### config.mk
export PLATFORM = sky130hd
export DESIGN_NAME = ysyx_24100005_rf_wb_arbiter
export DESIGN_NICKNAME = d
export VERILOG_FILES = /design/src/rtl/ysyx_24100005_rf_wb_pkg.sv /design/src/rtl/ysyx_24100005_Reg.sv /design/src/rtl/ysyx_24100005_rr_arbiter.sv /design/src/rtl/ysyx_24100005_rf_wb_arbiter.sv
export SDC_FILE = /design/constraint.sdc
export NUM_CORES = 1
export LEC_CHECK = 0
export CORE_MARGIN = 2
export CORE_UTILIZATION = 41
export DETAILED_ROUTE_END_ITERATION = 10
export PLACE_DENSITY_LB_ADDON = 0.25
export RECOVER_POWER = 25
export SYNTH_ARGS = -nofsm -noshare
export SYNTH_HDL_FRONTEND = slang
export SYNTH_SLANG_ARGS = --single-unit
### constraint.sdc
create_clock -name clk -period 2.6 [get_ports clk]
set_clock_uncertainty 0.15 [all_clocks]
set_input_delay 0.52 -clock clk [delete_from_list [all_inputs] [get_ports clk]]
set_output_delay 0.52 -clock clk [all_outputs]
set_load 0.03 [all_outputs]
### src/rtl/ysyx_24100005_rf_wb_pkg.sv
// Shared constants for the register-file write-back path.
// Widths, the x0 address and write-back requester indices.
package ysyx_24100005_rf_wb_pkg;

  localparam int RF_ADDR_W = 5;
  localparam int RF_DATA_W = 32;
  localparam int REG_X0    = 0;

  localparam int WB_EXU = 0;
  localparam int WB_LSU = 1;
  localparam int WB_NR  = 2;

endpackage

### src/rtl/ysyx_24100005_Reg.sv
// Generic register with load enable.
// Synchronous active-low reset to RESET_VAL.
module ysyx_24100005_Reg #(
  parameter int              WIDTH     = 1,
  parameter logic [WIDTH-1:0] RESET_VAL = '0
) (
  input  logic             clk,
  input  logic             rst,
  input  logic [WIDTH-1:0] din,
  input  logic             wen,
  output logic [WIDTH-1:0] dout
);

  always_ff @(posedge clk) begin
    if (!rst) begin
      dout <= RESET_VAL;
    end else if (wen) begin
      dout <= din;
    end
  end

endmodule

### src/rtl/ysyx_24100005_rr_arbiter.sv
// Round-robin arbiter: one-hot grant searched from ptr upward.
// ptr moves past the granted requester on every grant.
module ysyx_24100005_rr_arbiter #(
  parameter int NR_REQ = 2
) (
  input  logic              clk,
  input  logic              rst,
  input  logic [NR_REQ-1:0] req_valid,
  output logic [NR_REQ-1:0] grant
);

  localparam int PTR_W = (NR_REQ > 1) ? $clog2(NR_REQ) : 1;
  localparam logic [PTR_W-1:0] LAST = PTR_W'(NR_REQ - 1);

  logic [PTR_W-1:0] ptr;
  logic [PTR_W-1:0] ptr_nxt;
  logic [PTR_W-1:0] gidx;
  logic [PTR_W-1:0] cand;
  logic             found;

  always_comb begin
    grant = '0;
    gidx  = '0;
    cand  = '0;
    found = 1'b0;
    for (int k = 0; k < NR_REQ; k++) begin
      cand = (int'(ptr) + k >= NR_REQ)
           ? PTR_W'(int'(ptr) + k - NR_REQ)
           : PTR_W'(int'(ptr) + k);
      if (!found && rst && req_valid[cand]) begin
        found       = 1'b1;
        grant[cand] = 1'b1;
        gidx        = cand;
      end
    end
  end

  assign ptr_nxt = (gidx == LAST) ? '0 : gidx + PTR_W'(1);

  ysyx_24100005_Reg #(.WIDTH(PTR_W)) u_ptr (
    .clk  (clk),
    .rst  (rst),
    .din  (ptr_nxt),
    .wen  (found),
    .dout (ptr)
  );

endmodule

### src/rtl/ysyx_24100005_rf_wb_arbiter.sv
// Write-back controller: arbitrates the single RF write port
// and keeps the busy scoreboard used for decode stalls.
module ysyx_24100005_rf_wb_arbiter
  import ysyx_24100005_rf_wb_pkg::*;
#(
  parameter int NR_REQ     = WB_NR,
  parameter int ADDR_WIDTH = RF_ADDR_W,
  parameter int DATA_WIDTH = RF_DATA_W
) (
  input  logic                         clk,
  input  logic                         rst,
  input  logic [NR_REQ-1:0]            req_valid,
  output logic [NR_REQ-1:0]            req_ready,
  input  logic [NR_REQ*ADDR_WIDTH-1:0] req_addr,
  input  logic [NR_REQ*DATA_WIDTH-1:0] req_data,
  input  logic                         issue_valid,
  input  logic [ADDR_WIDTH-1:0]        issue_addr,
  output logic                         issue_ready,
  output logic [2**ADDR_WIDTH-1:0]     busy,
  output logic                         rf_wen,
  output logic [ADDR_WIDTH-1:0]        rf_waddr,
  output logic [DATA_WIDTH-1:0]        rf_wdata
);

  localparam int NR_REG = 2**ADDR_WIDTH;
  localparam logic [ADDR_WIDTH-1:0] X0 = ADDR_WIDTH'(REG_X0);

  logic                  xfer;
  logic                  wen_nxt;
  logic                  issue_fire;
  logic [ADDR_WIDTH-1:0] sel_addr;
  logic [DATA_WIDTH-1:0] sel_data;
  logic [NR_REG-1:0]     busy_nxt;

  ysyx_24100005_rr_arbiter #(.NR_REQ(NR_REQ)) u_arb (
    .clk       (clk),
    .rst       (rst),
    .req_valid (req_valid),
    .grant     (req_ready)
  );

  assign xfer = |req_ready;

  always_comb begin
    sel_addr = '0;
    sel_data = '0;
    for (int i = 0; i < NR_REQ; i++) begin
      if (req_ready[i]) begin
        sel_addr = req_addr[i*ADDR_WIDTH +: ADDR_WIDTH];
        sel_data = req_data[i*DATA_WIDTH +: DATA_WIDTH];
      end
    end
  end

  // x0 writes are accepted but never reach the register file
  assign wen_nxt = xfer && (sel_addr != X0);

  ysyx_24100005_Reg #(.WIDTH(1)) u_wen (
    .clk  (clk),
    .rst  (rst),
    .din  (wen_nxt),
    .wen  (1'b1),
    .dout (rf_wen)
  );

  ysyx_24100005_Reg #(.WIDTH(ADDR_WIDTH)) u_waddr (
    .clk  (clk),
    .rst  (rst),
    .din  (sel_addr),
    .wen  (xfer),
    .dout (rf_waddr)
  );

  ysyx_24100005_Reg #(.WIDTH(DATA_WIDTH)) u_wdata (
    .clk  (clk),
    .rst  (rst),
    .din  (sel_data),
    .wen  (xfer),
    .dout (rf_wdata)
  );

  assign issue_ready = (issue_addr == X0) || !busy[issue_addr];
  assign issue_fire  = issue_valid && issue_ready
                    && (issue_addr != X0);

  // set applied after clear so a same-address collision keeps the bit
  always_comb begin
    busy_nxt = busy;
    if (rf_wen) begin
      busy_nxt[rf_waddr] = 1'b0;
    end
    if (issue_fire) begin
      busy_nxt[issue_addr] = 1'b1;
    end
    busy_nxt[X0] = 1'b0;
  end

  ysyx_24100005_Reg #(.WIDTH(NR_REG)) u_busy (
    .clk  (clk),
    .rst  (rst),
    .din  (busy_nxt),
    .wen  (1'b1),
    .dout (busy)
  );

endmodule
# Word level (Yosys, flattened, before mapping)
# Cells that the tools add are included.
# classes
mux,29
bitwise_logic,4
n_lt_le_gt_ge,10
reduce_logical,17
n_addsub,4
# ops
operator,n
$mux 32,4
$and 32x32->32,1
$not 32->32,1
$or 32x32->32,1
$mux 1,16
$lt 5x6->1 const B,2
$demux 1 s5,2
$ge 5x1->1 const B,2
$logic_and 1x1->1,10
$mux 5,2
$reduce_bool 5->1,2
$bmux 1 s5,1
$logic_not 5->1,1
$lt 1x2->1 const B,2
$mux 2,2
$add 1x1->2 const B,1
$demux 1 s1,2
$ge 1x1->1 const B,2
$ge 1x2->1 const B,1
$ge 2x2->1 const B,1
$logic_not 1->1,2
$or 2x2->2,1
$reduce_or 2->1,1
$sub 1x1->1 const B,2
other kinds (2),2
# totals
inputBits,84
regBits,71
word_cells,70

# Longest topological paths before layout
# logic_depth
depth_word,14
mapped_depth,7
ltp_nobuf,5

# Modules after synthesis
# From an unflattened synthesis, not the netlist that was laid out.
# hier_totals
cells_unflattened,409
area_unflattened_um2,4068.9
# by_module_without_submodules
module,area_per_inst_um2,seq_area_each_um2,instances,cells_per_inst
ysyx_24100005_Reg (u_busy ...),1243.7,640.6,2,103
ysyx_24100005_rf_wb_arbiter,1278.7,0.0,1,175
ysyx_24100005_Reg (u_waddr),192.7,100.1,1,16
ysyx_24100005_Reg (u_arb.u_ptr ...),36.3,20.0,2,3
ysyx_24100005_rr_arbiter,37.5,0.0,1,6

# Worst setup path after synthesis
# Ideal clock, no wire load.
# synth_timing
path_type,input to output
from,input issue_addr[1]
to,output issue_ready
path_buffers,2
setup_slack_ns,-0.260
required_ns,1.930
t_arrival_ns,2.190
stages,7
path_cell_list,buf_2 -> buf_1 -> mux2i_1 -> nor2_1 -> a21oi_1 -> o2111ai_1 -> nor3_1
# synth_via
elab_chain_cells,4
word_cells_on_any_way,5
# synth_lines
element,line_no,source
"start, declared",ysyx_24100005_rf_wb_arbiter.sv:17,"input logic [ADDR_WIDTH-1:0] issue_addr,"
$bmux 1 s5,ysyx_24100005_rf_wb_arbiter.sv:82,assign issue_ready = (issue_addr == X0) || !busy[issue_addr];
$mux 1 (implied by the code),ysyx_24100005_rf_wb_arbiter.sv:82,
$logic_not 1->1,ysyx_24100005_rf_wb_arbiter.sv:82,
$logic_or 1x1->1 *,ysyx_24100005_rf_wb_arbiter.sv:82,
"end, declared",ysyx_24100005_rf_wb_arbiter.sv:18,"output logic issue_ready,"
# Every way passes the cells marked *; elsewhere a longest branch is shown, timed or not. The select of a mux whose other input is x is not followed.

# Worst setup path after layout
# layout_timing
from,register u_busy.dout[23]
to,output issue_ready
# layout_via
elab_chain_cells,4
# layout_lines
element,line_no,source
"start, declared",ysyx_24100005_Reg.sv:11,output logic [WIDTH-1:0] dout
"start signal, assigned",ysyx_24100005_Reg.sv:18,dout <= din;
$bmux 1 s5,ysyx_24100005_rf_wb_arbiter.sv:82,
$mux 1 (implied by the code),ysyx_24100005_rf_wb_arbiter.sv:82,
$logic_not 1->1,ysyx_24100005_rf_wb_arbiter.sv:82,
$logic_or 1x1->1,ysyx_24100005_rf_wb_arbiter.sv:82,
# Every way passes these cells. The select of a mux whose other input is x is not followed.

==> results.txt <==
----------------------------------------------------
[Place]
  Final GP Congestion ... 0.867
  Cell Count Post-Placement ... 628
  HPWL after detailed placement ... 8.48 mm
  Area after detailed placement ... 5120 um^2
  Number of port buffers ... 155

[Timing]
  Number of hold-slack violations in the final timing report ... 0
  Slew at the pin closest to its max-slew limit ... 0.819 ns
  Ratio of final minimum period to clock period ... 97.5%
  Unrepaired setup endpoints after global routing ... true
  # setup viols final ... 0
  Final worst path period need ... 2.53 ns
  Highest achievable clock rate ... 395 MHz
  Slew HR ... 45.4%
  Final number of max-transition violations ... 0

[Power]
  Cell Pwr Density ... 511 nW/um^2
  Largest vdd supply drop ... 0.000329 V
  Total power ... 2.74 mW
  Leakage power of the design ... 2.06 nW

[Finish]
  Nets@finish ... 624
  Count of antenna diodes in the layout ... 0
  Post-route standard cell area excluding fillers ... 5370 um^2
  Fraction of layout cells with a size suffix above 1 ... 13.9%
  Post-route insts no fill ... 647
  Layout overhead on the synthesized area ... 61.8%

[Floorplanning]
  Effective utilization at floorplan ... 42.7%
  Core ar. ... 7770 um^2
  Site Rows ... 32
  Height of the chip ... 93.9 um
  Number of top-level pins ... 157
  Die W ... 93.9 um
  Total Die Area ... 8830 um^2

[Job]
  Number of max-capacitance violations reported ... 0

[Drt]
  Wire length per cell after detailed routing ... 17.6 um
  Detailed-route DRC error count ... 0
  Number of design-rule violations left by the first detailed-router iteration ... 300
  Detailed Route WL ... 11.4 mm
  DR vias ... 3,695
  DRT Pass-1 Iters ... 5
  DRT antenna net count ... 0
  Vias per cell ... 5.71

[Outcome]
  Result of the run ... completed

[Synth]
  Cell count after synthesis ... 370
  Distinct cell type count after synthesis ... 48
  Most common cell in the synthesized netlist ... sky130_fd_sc_hd__nand2_1
  Fraction of registers with async set/reset ... 0%
  Number of enable-type register cells in the synthesized netlist ... 0
  Mean cell area of the mapped netlist ... 8.96 um^2
  Primary FF master, synth ... sky130_fd_sc_hd__dfxtp_1
  Proportion of synthesized chip area in sequential cells ... 42.2%
  Number of synthesized register bits ... 70
  Synthesis warning total ... 0
  Top cell type's share of synthesized area ... 42.2%
  Cell types with the highest counts after synthesis ... 71 x sky130_fd_sc_hd__nand2_1, 70 x sky130_fd_sc_hd__dfxtp_1, 33 x sky130_fd_sc_hd__a22oi_1
  Cell types occupying the most area after synthesis ... sky130_fd_sc_hd__dfxtp_1 42%, sky130_fd_sc_hd__nand2_1 8.0%, sky130_fd_sc_hd__a22oi_1 7.5%
  Post-synthesis cell area ... 3320 um^2
  Nets in the synthesized netlist ... 454
  Yosys top cell by area ... sky130_fd_sc_hd__dfxtp_1

[Critical path]
  Category of the worst setup path capture point ... primary output
  Master of the slowest instance on the critical path ... sky130_fd_sc_hd__mux4_2
  Maximum fanout along the worst path ... 2
  Kind of start point of the critical path ... flop
  Critical path's largest stage delay ... 0.45 ns
  Critical Path, Cell by Cell ... mux4_2, and2_4, a21oi_4, o2111ai_2, nor3_4, buf_6
  Data required time of the worst path ... 1.93 ns
  Path type of the worst setup path ... flop to primary output
  Arrival time of data at the critical path endpoint ... 1.86 ns

[Clock tree]
  Level count of the clock H-tree ... 3
  CTS Hold Buffers Added ... 0
  Clock root buffer ... sky130_fd_sc_hd__clkbuf_8
  Later-pin clock latency in the skew report ... 0.35 ns
  Sinks on Clock Net ... 70
  Clock transition at path regs ... 0.08 ns
  Max clock buf depth ... 2
  Clock tree from TritonCTS ... done
  Total clock buffers created by CTS ... 9

[Global routing]
  Total GRT Usage ... 26.2%
  Total global routing overflow ... 0
  Maximum number of pins on one net before global-route repair ... 49
  First-pass GRT wire length ... 18.0 mm
  Initial antenna violation count ... 0
  Vias in the first global route ... 3,659

[Worst hold path]
  Hold Path Class ... flop to flop

----------------------------------------------------
==> final cells by class <==
type                            count  area (um^2)
Clock inverter                      6         86.3
Multi-Input combinational cell    267         1820
Clock buffer                       10          128
Sequential cell                    70         1410
Tap cell                          102          128
Inverter                            2         7.51
Fill cell                         617         2400
Timing Repair Buffer              190         1790
==> report_power, final <==
part / leakage (nW) / total [mW] / switching [mW] / internal, mW
Clock: 0.106 / 0.964 / 0.425 / 0.539
Combinational: 1.38 / 0.611 / 0.314 / 0.298
Sequential: 0.574 / 1.17 / 0.0420 / 1.13
==> logic make-up after synthesis <==
kind of cell           Yosys count  share of synthesized area, %
AO/OA/AOI/OAI                  127                          29.6
AND/OR/NAND/NOR                124                          17.3
flip-flops                      70                          42.2
buffers and inverters           33                          4.15
multiplexers                    15                          6.53
other                            1                         0.113
==> per-stage QoR <==
step | worst slack, ns | setup TNS (ns) | util [%] | hold WS (ns)
final | 0.0654 | 0 | 69.1 | 0.307
after CTS | 0.000503 | 0 | 69.2 | 0.308
after detailed placement | -0.427 | -3.73 | 65.9 | 0.297
after floorplan | 0.0529 | 0 | - | 0.365
after global routing | -0.0192 | -0.0192 | 69.1 | 0.327
after global placement | -0.397 | -2.81 | 65.9 | 0.292
==> repair_timing <==
item,CTS,global route
gates resized for setup,22,2
hold endpoints to repair,0,0
pin swaps,5,2
setup buffers,4,0
endpoints found under the setup margin,2,1
==> critical path: cells and delay by family, from the launching register on <==
family / cells / cell delay, ns
AO/OA/AOI/OAI: 2 / 0.27
buffers and inverters: 1 / 0.15
flip-flops: 1 / 0.33
multiplexers: 1 / 0.45
AND/OR/NAND/NOR: 2 / 0.32
==> metal layers <==
layer  wire (um)  vias up  GRT usage, %  part of all wire, %
met2        5470      214          43.6                   48
met1        4530     1740          32.6                   40
li1            -     1720             -                    -
met5           0        -             0                    0
met3        1120       21          7.06                  9.8
met4         255        0          9.30                  2.2
==> path summary, 6_finish.rpt <==
path                                     start                            to  slack (ns)  cells after the start
hold reg to reg   u_wdata.dout[7]$_SDFFE_PN0P_  u_wdata.dout[7]$_SDFFE_PN0P_        0.31                      2
hold / removal    u_wdata.dout[7]$_SDFFE_PN0P_  u_wdata.dout[7]$_SDFFE_PN0P_        0.31                      2
setup reg to reg    u_busy.dout[26]$_SDFF_PN0_    u_busy.dout[24]$_SDFF_PN0_        0.39                      6
setup / recovery    u_busy.dout[23]$_SDFF_PN0_                   issue_ready        0.07                      6
==> cell usage in the layout, fill, tap and decap left out, types with 2 or more instances in the layout <==
master / count
sky130_fd_sc_hd__o21ai_0: 5
sky130_fd_sc_hd__clkbuf_2: 2
sky130_fd_sc_hd__dlygate4sd2_1: 3
sky130_fd_sc_hd__clkdlybuf4s50_1: 144
sky130_fd_sc_hd__o311ai_0: 2
sky130_fd_sc_hd__nor2_1: 16
sky130_fd_sc_hd__clkbuf_8: 9
sky130_fd_sc_hd__clkbuf_1: 4
sky130_fd_sc_hd__nand2b_1: 3
sky130_fd_sc_hd__nor4_1: 3
sky130_fd_sc_hd__bufinv_16: 2
sky130_fd_sc_hd__mux2i_1: 7
sky130_fd_sc_hd__clkinv_2: 2
sky130_fd_sc_hd__a41o_1: 7
sky130_fd_sc_hd__buf_4: 29
sky130_fd_sc_hd__nor3b_1: 3
sky130_fd_sc_hd__a21boi_0: 19
sky130_fd_sc_hd__nand2_1: 71
sky130_fd_sc_hd__nand3_1: 5
sky130_fd_sc_hd__o211a_1: 6
sky130_fd_sc_hd__dlygate4sd3_1: 2
sky130_fd_sc_hd__a21oi_1: 8
sky130_fd_sc_hd__buf_6: 2
sky130_fd_sc_hd__a32o_1: 14
sky130_fd_sc_hd__mux2_2: 2
sky130_fd_sc_hd__dfxtp_2: 4
sky130_fd_sc_hd__nor2b_1: 2
sky130_fd_sc_hd__o211ai_1: 8
sky130_fd_sc_hd__o21ai_1: 6
sky130_fd_sc_hd__dfxtp_1: 66
sky130_fd_sc_hd__a22oi_1: 33
sky130_fd_sc_hd__buf_2: 3
sky130_fd_sc_hd__mux4_2: 5
sky130_fd_sc_hd__and2_1: 3
sky130_fd_sc_hd__or4_1: 3
sky130_fd_sc_hd__a21boi_1: 13
==> registers in the layout, summed over array words and instances, names as in the netlist, named ones only <==
name,cells
u_busy.dout,31
u_waddr.dout,5
u_wdata.dout,32
u_wen.dout,1
Note: power is estimated with default switching activity, not from simulation.
